===== src/rtl/regfile_write_arbiter.sv =====
// rtl/regfile_write_arbiter.sv - two-requester FIFO'd round-robin arbiter for the register file write port
module regfile_write_arbiter #(
    parameter int DATA_WIDTH = 32,
    parameter int ADDR_WIDTH = 5,
    parameter int FIFO_DEPTH = 2
) (
    input  logic                  CLK,
    input  logic                  RST,
    input  logic                  A_VALID,
    output logic                  A_READY,
    input  logic [ADDR_WIDTH-1:0] A_ADDR,
    input  logic [DATA_WIDTH-1:0] A_DATA,
    input  logic                  B_VALID,
    output logic                  B_READY,
    input  logic [ADDR_WIDTH-1:0] B_ADDR,
    input  logic [DATA_WIDTH-1:0] B_DATA,
    output logic [ADDR_WIDTH-1:0] RF_ADDR_W,
    output logic [DATA_WIDTH-1:0] RF_DATA_W,
    output logic                  RF_WRITE,
    output logic                  RF_READ,
    input  logic [ADDR_WIDTH-1:0] CHK_ADDR1,
    input  logic [ADDR_WIDTH-1:0] CHK_ADDR2,
    output logic                  CHK_PEND1,
    output logic                  CHK_PEND2,
    output logic                  IDLE
);

    localparam int PW = (FIFO_DEPTH > 1) ? $clog2(FIFO_DEPTH) : 1;
    localparam int CW = PW + 1;

    // Index 0 is requester A, index 1 is requester B.
    logic [ADDR_WIDTH-1:0] addr_mem_q [2][FIFO_DEPTH];
    logic [DATA_WIDTH-1:0] data_mem_q [2][FIFO_DEPTH];
    logic [PW-1:0]         wptr_q [2];
    logic [PW-1:0]         wptr_d [2];
    logic [PW-1:0]         rptr_q [2];
    logic [PW-1:0]         rptr_d [2];
    logic [CW-1:0]         count_q [2];
    logic [CW-1:0]         count_d [2];

    logic                  pri_q, pri_d;
    logic                  rf_write_q, rf_write_d;
    logic [ADDR_WIDTH-1:0] rf_addr_q, rf_addr_d;
    logic [DATA_WIDTH-1:0] rf_data_q, rf_data_d;

    logic [1:0]            in_valid, ready, push, grant, nonempty;
    logic [ADDR_WIDTH-1:0] in_addr [2];
    logic [DATA_WIDTH-1:0] in_data [2];
    logic [ADDR_WIDTH-1:0] head_addr [2];
    logic [DATA_WIDTH-1:0] head_data [2];
    logic [ADDR_WIDTH-1:0] gnt_addr;
    logic [DATA_WIDTH-1:0] gnt_data;
    logic [PW-1:0]         slot_off;
    logic                  hit1, hit2;

    // Handshake, FIFO heads and pointer/count next-state; ready only reflects
    // occupancy at the start of the cycle, so a same-cycle pop never frees a slot.
    always_comb begin
        in_valid     = {B_VALID, A_VALID};
        in_addr[0]   = A_ADDR;
        in_addr[1]   = B_ADDR;
        in_data[0]   = A_DATA;
        in_data[1]   = B_DATA;
        for (int r = 0; r < 2; r++) begin
            nonempty[r]  = (count_q[r] != '0);
            ready[r]     = (count_q[r] != CW'(FIFO_DEPTH)) && !RST;
            push[r]      = in_valid[r] && ready[r];
            head_addr[r] = addr_mem_q[r][rptr_q[r]];
            head_data[r] = data_mem_q[r][rptr_q[r]];
            wptr_d[r]    = push[r]  ? wptr_q[r] + PW'(1) : wptr_q[r];
            rptr_d[r]    = grant[r] ? rptr_q[r] + PW'(1) : rptr_q[r];
            count_d[r]   = count_q[r] + CW'(push[r]) - CW'(grant[r]);
        end
        A_READY = ready[0];
        B_READY = ready[1];
    end

    // Round-robin grant and the registered write-port image; an address-0 head
    // is popped and still flips priority, but never raises the write strobe.
    always_comb begin
        grant[0]   = nonempty[0] && (!nonempty[1] || !pri_q);
        grant[1]   = nonempty[1] && (!nonempty[0] ||  pri_q);
        gnt_addr   = grant[1] ? head_addr[1] : head_addr[0];
        gnt_data   = grant[1] ? head_data[1] : head_data[0];
        pri_d      = pri_q;
        if (grant[0]) begin
            pri_d = 1'b1;
        end else if (grant[1]) begin
            pri_d = 1'b0;
        end
        rf_write_d = (|grant) && (gnt_addr != '0);
        rf_addr_d  = rf_write_d ? gnt_addr : rf_addr_q;
        rf_data_d  = rf_write_d ? gnt_data : rf_data_q;
    end

    // Control state: pointers, counts, priority and the write-port registers.
    always_ff @(posedge CLK) begin
        if (RST) begin
            for (int r = 0; r < 2; r++) begin
                wptr_q[r]  <= '0;
                rptr_q[r]  <= '0;
                count_q[r] <= '0;
            end
            pri_q      <= 1'b0;
            rf_write_q <= 1'b0;
            rf_addr_q  <= '0;
            rf_data_q  <= '0;
        end else begin
            for (int r = 0; r < 2; r++) begin
                wptr_q[r]  <= wptr_d[r];
                rptr_q[r]  <= rptr_d[r];
                count_q[r] <= count_d[r];
            end
            pri_q      <= pri_d;
            rf_write_q <= rf_write_d;
            rf_addr_q  <= rf_addr_d;
            rf_data_q  <= rf_data_d;
        end
    end

    // FIFO storage; written only on an accepted handshake, which reset blocks.
    always_ff @(posedge CLK) begin
        for (int r = 0; r < 2; r++) begin
            if (push[r]) begin
                addr_mem_q[r][wptr_q[r]] <= in_addr[r];
                data_mem_q[r][wptr_q[r]] <= in_data[r];
            end
        end
    end

    // Hazard lookup: a slot is live when its distance from the read pointer
    // is below the count; the in-flight write also counts as pending.
    always_comb begin
        hit1     = 1'b0;
        hit2     = 1'b0;
        slot_off = '0;
        for (int r = 0; r < 2; r++) begin
            for (int i = 0; i < FIFO_DEPTH; i++) begin
                slot_off = PW'(i) - rptr_q[r];
                if ({1'b0, slot_off} < count_q[r]) begin
                    if (addr_mem_q[r][i] == CHK_ADDR1) hit1 = 1'b1;
                    if (addr_mem_q[r][i] == CHK_ADDR2) hit2 = 1'b1;
                end
            end
        end
        if (rf_write_q && rf_addr_q == CHK_ADDR1) hit1 = 1'b1;
        if (rf_write_q && rf_addr_q == CHK_ADDR2) hit2 = 1'b1;
        CHK_PEND1 = hit1 && (CHK_ADDR1 != '0);
        CHK_PEND2 = hit2 && (CHK_ADDR2 != '0);
    end

    assign RF_ADDR_W = rf_addr_q;
    assign RF_DATA_W = rf_data_q;
    assign RF_WRITE  = rf_write_q;
    assign RF_READ   = ~rf_write_q;
    assign IDLE      = ~nonempty[0] & ~nonempty[1] & ~rf_write_q;

endmodule

===== config.mk =====
export PLATFORM = sky130hd
export DESIGN_NAME = regfile_write_arbiter
export DESIGN_NICKNAME = d
export VERILOG_FILES = /design/src/rtl/regfile_write_arbiter.sv
export SDC_FILE = /design/constraint.sdc
export NUM_CORES = 1
export LEC_CHECK = 0
export CAP_MARGIN = 20
export CORE_ASPECT_RATIO = 0.6
export CORE_MARGIN = 3
export CORE_UTILIZATION = 58
export DETAILED_ROUTE_END_ITERATION = 10
export GPL_TIMING_DRIVEN = 0
export PLACE_DENSITY = 0.85
export SYNTH_ARGS = -nofsm -noshare
export SYNTH_HDL_FRONTEND = slang
export SYNTH_SLANG_ARGS = --single-unit

===== constraint.sdc =====
create_clock -name CLK -period 4.5 [get_ports CLK]
set_input_delay 0.45 -clock CLK [delete_from_list [all_inputs] [get_ports CLK]]
set_output_delay 0.45 -clock CLK [all_outputs]
set_load 0.05 [all_outputs]

# [Word-level counts from Yosys, hierarchy flattened]
# Memories as Yosys holds them, arrays and structs flattened.
# Cells that the tools add are included.
[word_totals] n_memories=5 ff_bits=39 mem_bits_rw=156 out_inout_bits=44
[classes] n_bitwise=15 n_reduce_logical=26 add_sub_neg=12 eq_ne=12 n_lt_le_gt_ge=10 mux=61
[mem_list] memory="data_mem_q" words=2 width=64 rd=2 rd_ports_with_merged_regs=0 write_ports=2 line="33" source="logic [DATA_WIDTH-1:0] data_mem_q [2][FIFO_DEPTH];"
[mem_list] memory="addr_mem_q" words=2 width=10 rd=2 rd_ports_with_merged_regs=0 write_ports=2 line="32" source="logic [ADDR_WIDTH-1:0] addr_mem_q [2][FIFO_DEPTH];"
[mem_list] memory="count_q" words=2 width=2 rd=2 rd_ports_with_merged_regs=0 write_ports=2 line="38" source="logic [CW-1:0] count_q [2];"
[mem_list] memory="rptr_q" words=2 width=1 rd=2 rd_ports_with_merged_regs=0 write_ports=2 line="36" source="logic [PW-1:0] rptr_q [2];"
[mem_list] memory="wptr_q" words=2 width=1 rd=2 rd_ports_with_merged_regs=0 write_ports=2 line="34" source="logic [PW-1:0] wptr_q [2];"
[ops] cell="two-way mux 32 bit" count=9
[ops] cell="two-way mux 64 bit" count=2
[ops] cell="demux 32 bit (select 1 bit)" count=2
[ops] cell="== test 5 bit" count=10
[ops] cell="two-way mux 5 bit" count=9
[ops] cell="two-way mux 1 bit" count=33
[ops] cell="two-way mux 10 bit" count=2
[ops] cell="nonzero test 5 bit" count=3
[ops] cell="logical AND 1 bit" count=13
[ops] cell="demux 5 bit (select 1 bit)" count=2
[ops] cell=">= comparator 2 bit, second input constant" count=4
[ops] cell="less-than comparator 1 x 2 -> 1 bit" count=4
[ops] cell="inverter 1 -> 2 bit" count=4
[ops] cell="OR 1 bit" count=6
[ops] cell="nonzero test 2 bit" count=3
[ops] cell="adder 1 bit, second input constant" count=4
[ops] cell="adder 2 x 1 -> 2 bit" count=2
[ops] cell="zero test 1 bit" count=4
[ops] cell="less-than comparator 2 x 1 -> 1 bit, second input constant" count=2
[ops] cell="two-way mux 2 bit" count=2
[ops] cell="inequality test 2 bit, second input constant" count=2
[ops] cell="subtractor 1 bit, first input constant" count=4
[ops] cell="subtractor 2 x 1 -> 2 bit" count=2
[ops] cell="inverter 1 bit" count=3
[ops] cell="other kinds (3)" count=5

# [Depth between registers and ports, before layout]
[depth] depth_word=11 mapped_depth=12 depth_no_buf=9

# [Worst setup path before layout]
# No wires, ideal clock.
[synth_path] kind="input to register" startpoint="input port RST" endpoint="memory addr_mem_q[0][15] (netlist bit), enable pin" path_stages=4 t_arrival_ns=3.334 setup_ns=0.431 n_path_buf=1 required_time_ns=4.069 slack_ns=0.735 path_cell_list="clkbuf_1 a21oi_1 nand2_1 nor2_1"
[synth_lines] element="start: declaration" line="8" source="input logic RST,"
[synth_lines] element="end: declaration" line="32"

==> run_results.csv <==
group,metric,value,unit
place,dp.cells,918,
power_and_ir_drop,leakagePower,3.57,nW
cells_and_area,nFillCells,880,
synthesis,synthesis.nets,693,
worst_setup_path,arrival,2.88,ns
routing,viasPerCell,5.86,
routing,wirelength,20100,um
timing,worst_pin_slew,0.596,ns
cts,clock-sinks,195,
timing,setup_tns,0,ns
global_routing,grt_max_degree,33,
timing,max_clock_freq,0.301,GHz
floorplan,start_util,60.0,%
timing,slew_violations,0,
timing,hold_violations,0,
timing,period_minus_slack,3.33,ns
timing,rsz0062_at_grt,"no",
worst_setup_path,r2r-start,"count_q[0][1]",
job,cap_violations,0,
place,place_hpwl,13800,um
floorplan,die_h,98.6,um
place,port_buffers,121,
cts,path_clk_slew,0.07,ns
cells_and_area,nets,837,
timing,clock_skew,0.0157,ns
cells_and_area,final_cell_mix,"148 x edfxtp_1, 121 x clkdlybuf4s50_1, 107 x mux2i_1",
synthesis,synthCells,601,
cts,post-cts-setup-buffer-count,0,
routing,detail-route-antenna-nets,0,
routing,vias,5578,
timing,whs,0.483,ns
timing,setup_viol,0,
cts,cts_root_buffer,"clkbuf_16",
synthesis,avgSynthCellArea,13.8,sq um
cts,cts_buffers,17,
floorplan,rows,33,
worst_setup_path,worstPathMaxFanout,7,
worst_setup_path,cp-end-kind,"primary output",
routing,drt_first_pass_iters,5,
cells_and_area,final_cell_count_no_fill,952,
worst_setup_path,start_kind,"register",
floorplan,pin_count,132,
power_and_ir_drop,vdd_drop_max,0.396,mV
run_status,status,"finished, final reports clean",
global_routing,track_usage,25.6,%
timing,fin_crit_sh,73.9,%
timing,maxSlewHeadroom,60.0,%
cells_and_area,register_area,0.00539,sq mm
global_routing,grt_pass1_wl,30800,um
cts,cts_tree,"yes",
synthesis,synth.distinct_cells,41,
synthesis,ys.flop_type,"edfxtp_1",
global_routing,gr-total-overflow,0,
synthesis,syn-cell-area,0.00828,sq mm
global_routing,grt_antenna_before_repair,2,
floorplan,die_w,160,um
synthesis,async_reset_ff_share,0,%
cells_and_area,multi_input_area,0.00263,sq mm
cells_and_area,syn_to_final_growth,25.6,%
hold_path,min_path_type,"reg2reg",
cts,cts_max_path_buffers,2,
floorplan,die_area,0.0158,sq mm
cts,postCtsHoldBufs,0,
cts,htreeDepth,4,
cts,clock_latency,0.43,ns
floorplan,coreArea,0.0138,sq mm
worst_setup_path,startpoint,"count_q[0][0]",
cts,cts_resized,0,
synthesis,synth-seq-cells,195,
hold_path,hold_start,"RF_DATA_W[4]",
cells_and_area,drive_gt1_share,9.63,%
global_routing,grt_pass1_vias,5750,
place,gp_congestion,0.901,
worst_setup_path,critical_path_class,"reg2out",
cells_and_area,final_common_cell,"edfxtp_1",
worst_setup_path,crit_required,4.05,ns
synthesis,synth_warnings,0,
routing,post_drt_wl_per_cell,21.1,um
routing,drtIter0Drc,509,
routing,drc,0,
synthesis,synth_edf_count,148,
power_and_ir_drop,p_per_area,618,mW/mm^2
synthesis,synth_seq_area_share,65.0,%
==> Yosys cell counts, types with 2 or more instances <==
cell	n	area, sq um
a31oi_1	2	12.5
clkbuf_1	16	60.1
nand2_1	12	45.0
dfxtp_1	47	941
mux2i_1	107	1070
buf_2	16	80.1
and3_1	2	12.5
nor2_1	17	63.8
nand3_1	34	170
xnor2_1	29	254
nor4_1	6	37.5
buf_6	7	78.8
a21oi_1	43	215
nand4_1	4	25.0
inv_1	9	33.8
nor2b_1	2	12.5
xor2_1	29	254
nor3_1	8	40.0
o21ai_0	30	150
o21ai_1	3	15.0
edfxtp_1	148	4440
or4_1	3	22.5
buf_4	3	22.5
ha_1	4	50.1
a32o_1	4	40.0
==> per-layer routing <==
metal  track usage (%)  share of wire (%)  vias up
met5                 0               0.13        -
met4              8.07                1.7        4
met3              6.89                 12       37
met2              39.3                 44      333
met1              36.1                 42     2681
li1                  -                  -     2523
==> worst max-delay path: stages, from the launching register on <==
cell and delay, ns:
dfxtp_1 0.48, a21oi_1 0.17, or4_1 0.54, nor3_1 0.22, a31oi_1 0.06, a21oi_1 0.17
clkdlybuf4s50_1 0.82
==> registers in the layout, indices dropped and copies added, names as in the netlist <==
name        flops
data_mem_q    128
RF_DATA_W      32
addr_mem_q     20
RF_ADDR_W       5
count_q         4
rptr_q          2
wptr_q          2
RF_WRITE        1
pri_q           1
==> per-stage QoR <==
step | total power (W) | utilization [%] | instance area, sq um | setup WS (ns)
after floorplan | 0.00417 | - | 8280 | 0.735
after global placement | 0.00488 | 70.6 | 9730 | -0.249
after detailed placement | 0.00498 | 71.3 | 9830 | 1.50
after CTS | 0.00642 | 75.3 | 10400 | 1.16
after global routing | 0.00669 | 75.3 | 10400 | 1.06
final | 0.00643 | 75.4 | 10400 | 1.17
==> worst paths after layout <==
kind                                       to  slack [ns]  cells after the start
worst max-delay path                CHK_PEND1        1.17                      6
worst min-delay path             RF_DATA_W[4]        0.48                      2
worst max register to register  count_q[0][3]        2.22                     12
worst min register to register   RF_DATA_W[4]        0.48                      2
==> logic make-up (layout without fill, tap and decap cells) <==
family	Yosys count	after routing	synth area share, %
compound gates	92	92	6.29
xor+xnor	58	58	6.13
fa+ha+maj	4	4	0.604
buf+inv	53	210	3.43
flops	195	195	65.0
mux	107	107	12.9
other cells	0	2	0
simple gates	92	92	5.58
==> area by class of cell <==
cell class,count,share of cell area (%)
Clock inverter,13,1.14
Buffer,43,2.37
Inverter,10,0.361
Timing Repair Buffer,125,12.4
Antenna cell,2,0.0481
Multi-Input combinational cell,353,25.3
Sequential cell,195,51.8
Tap cell,192,2.31
Clock buffer,19,4.26
==> report_power, final <==
group	total, W	internal, W	switching (W)
clock network	0.00143	0.000744	0.000690
registers	0.00241	0.00221	0.000196
logic	0.00259	0.000987	0.00160
(Power assumes the default switching activity.)
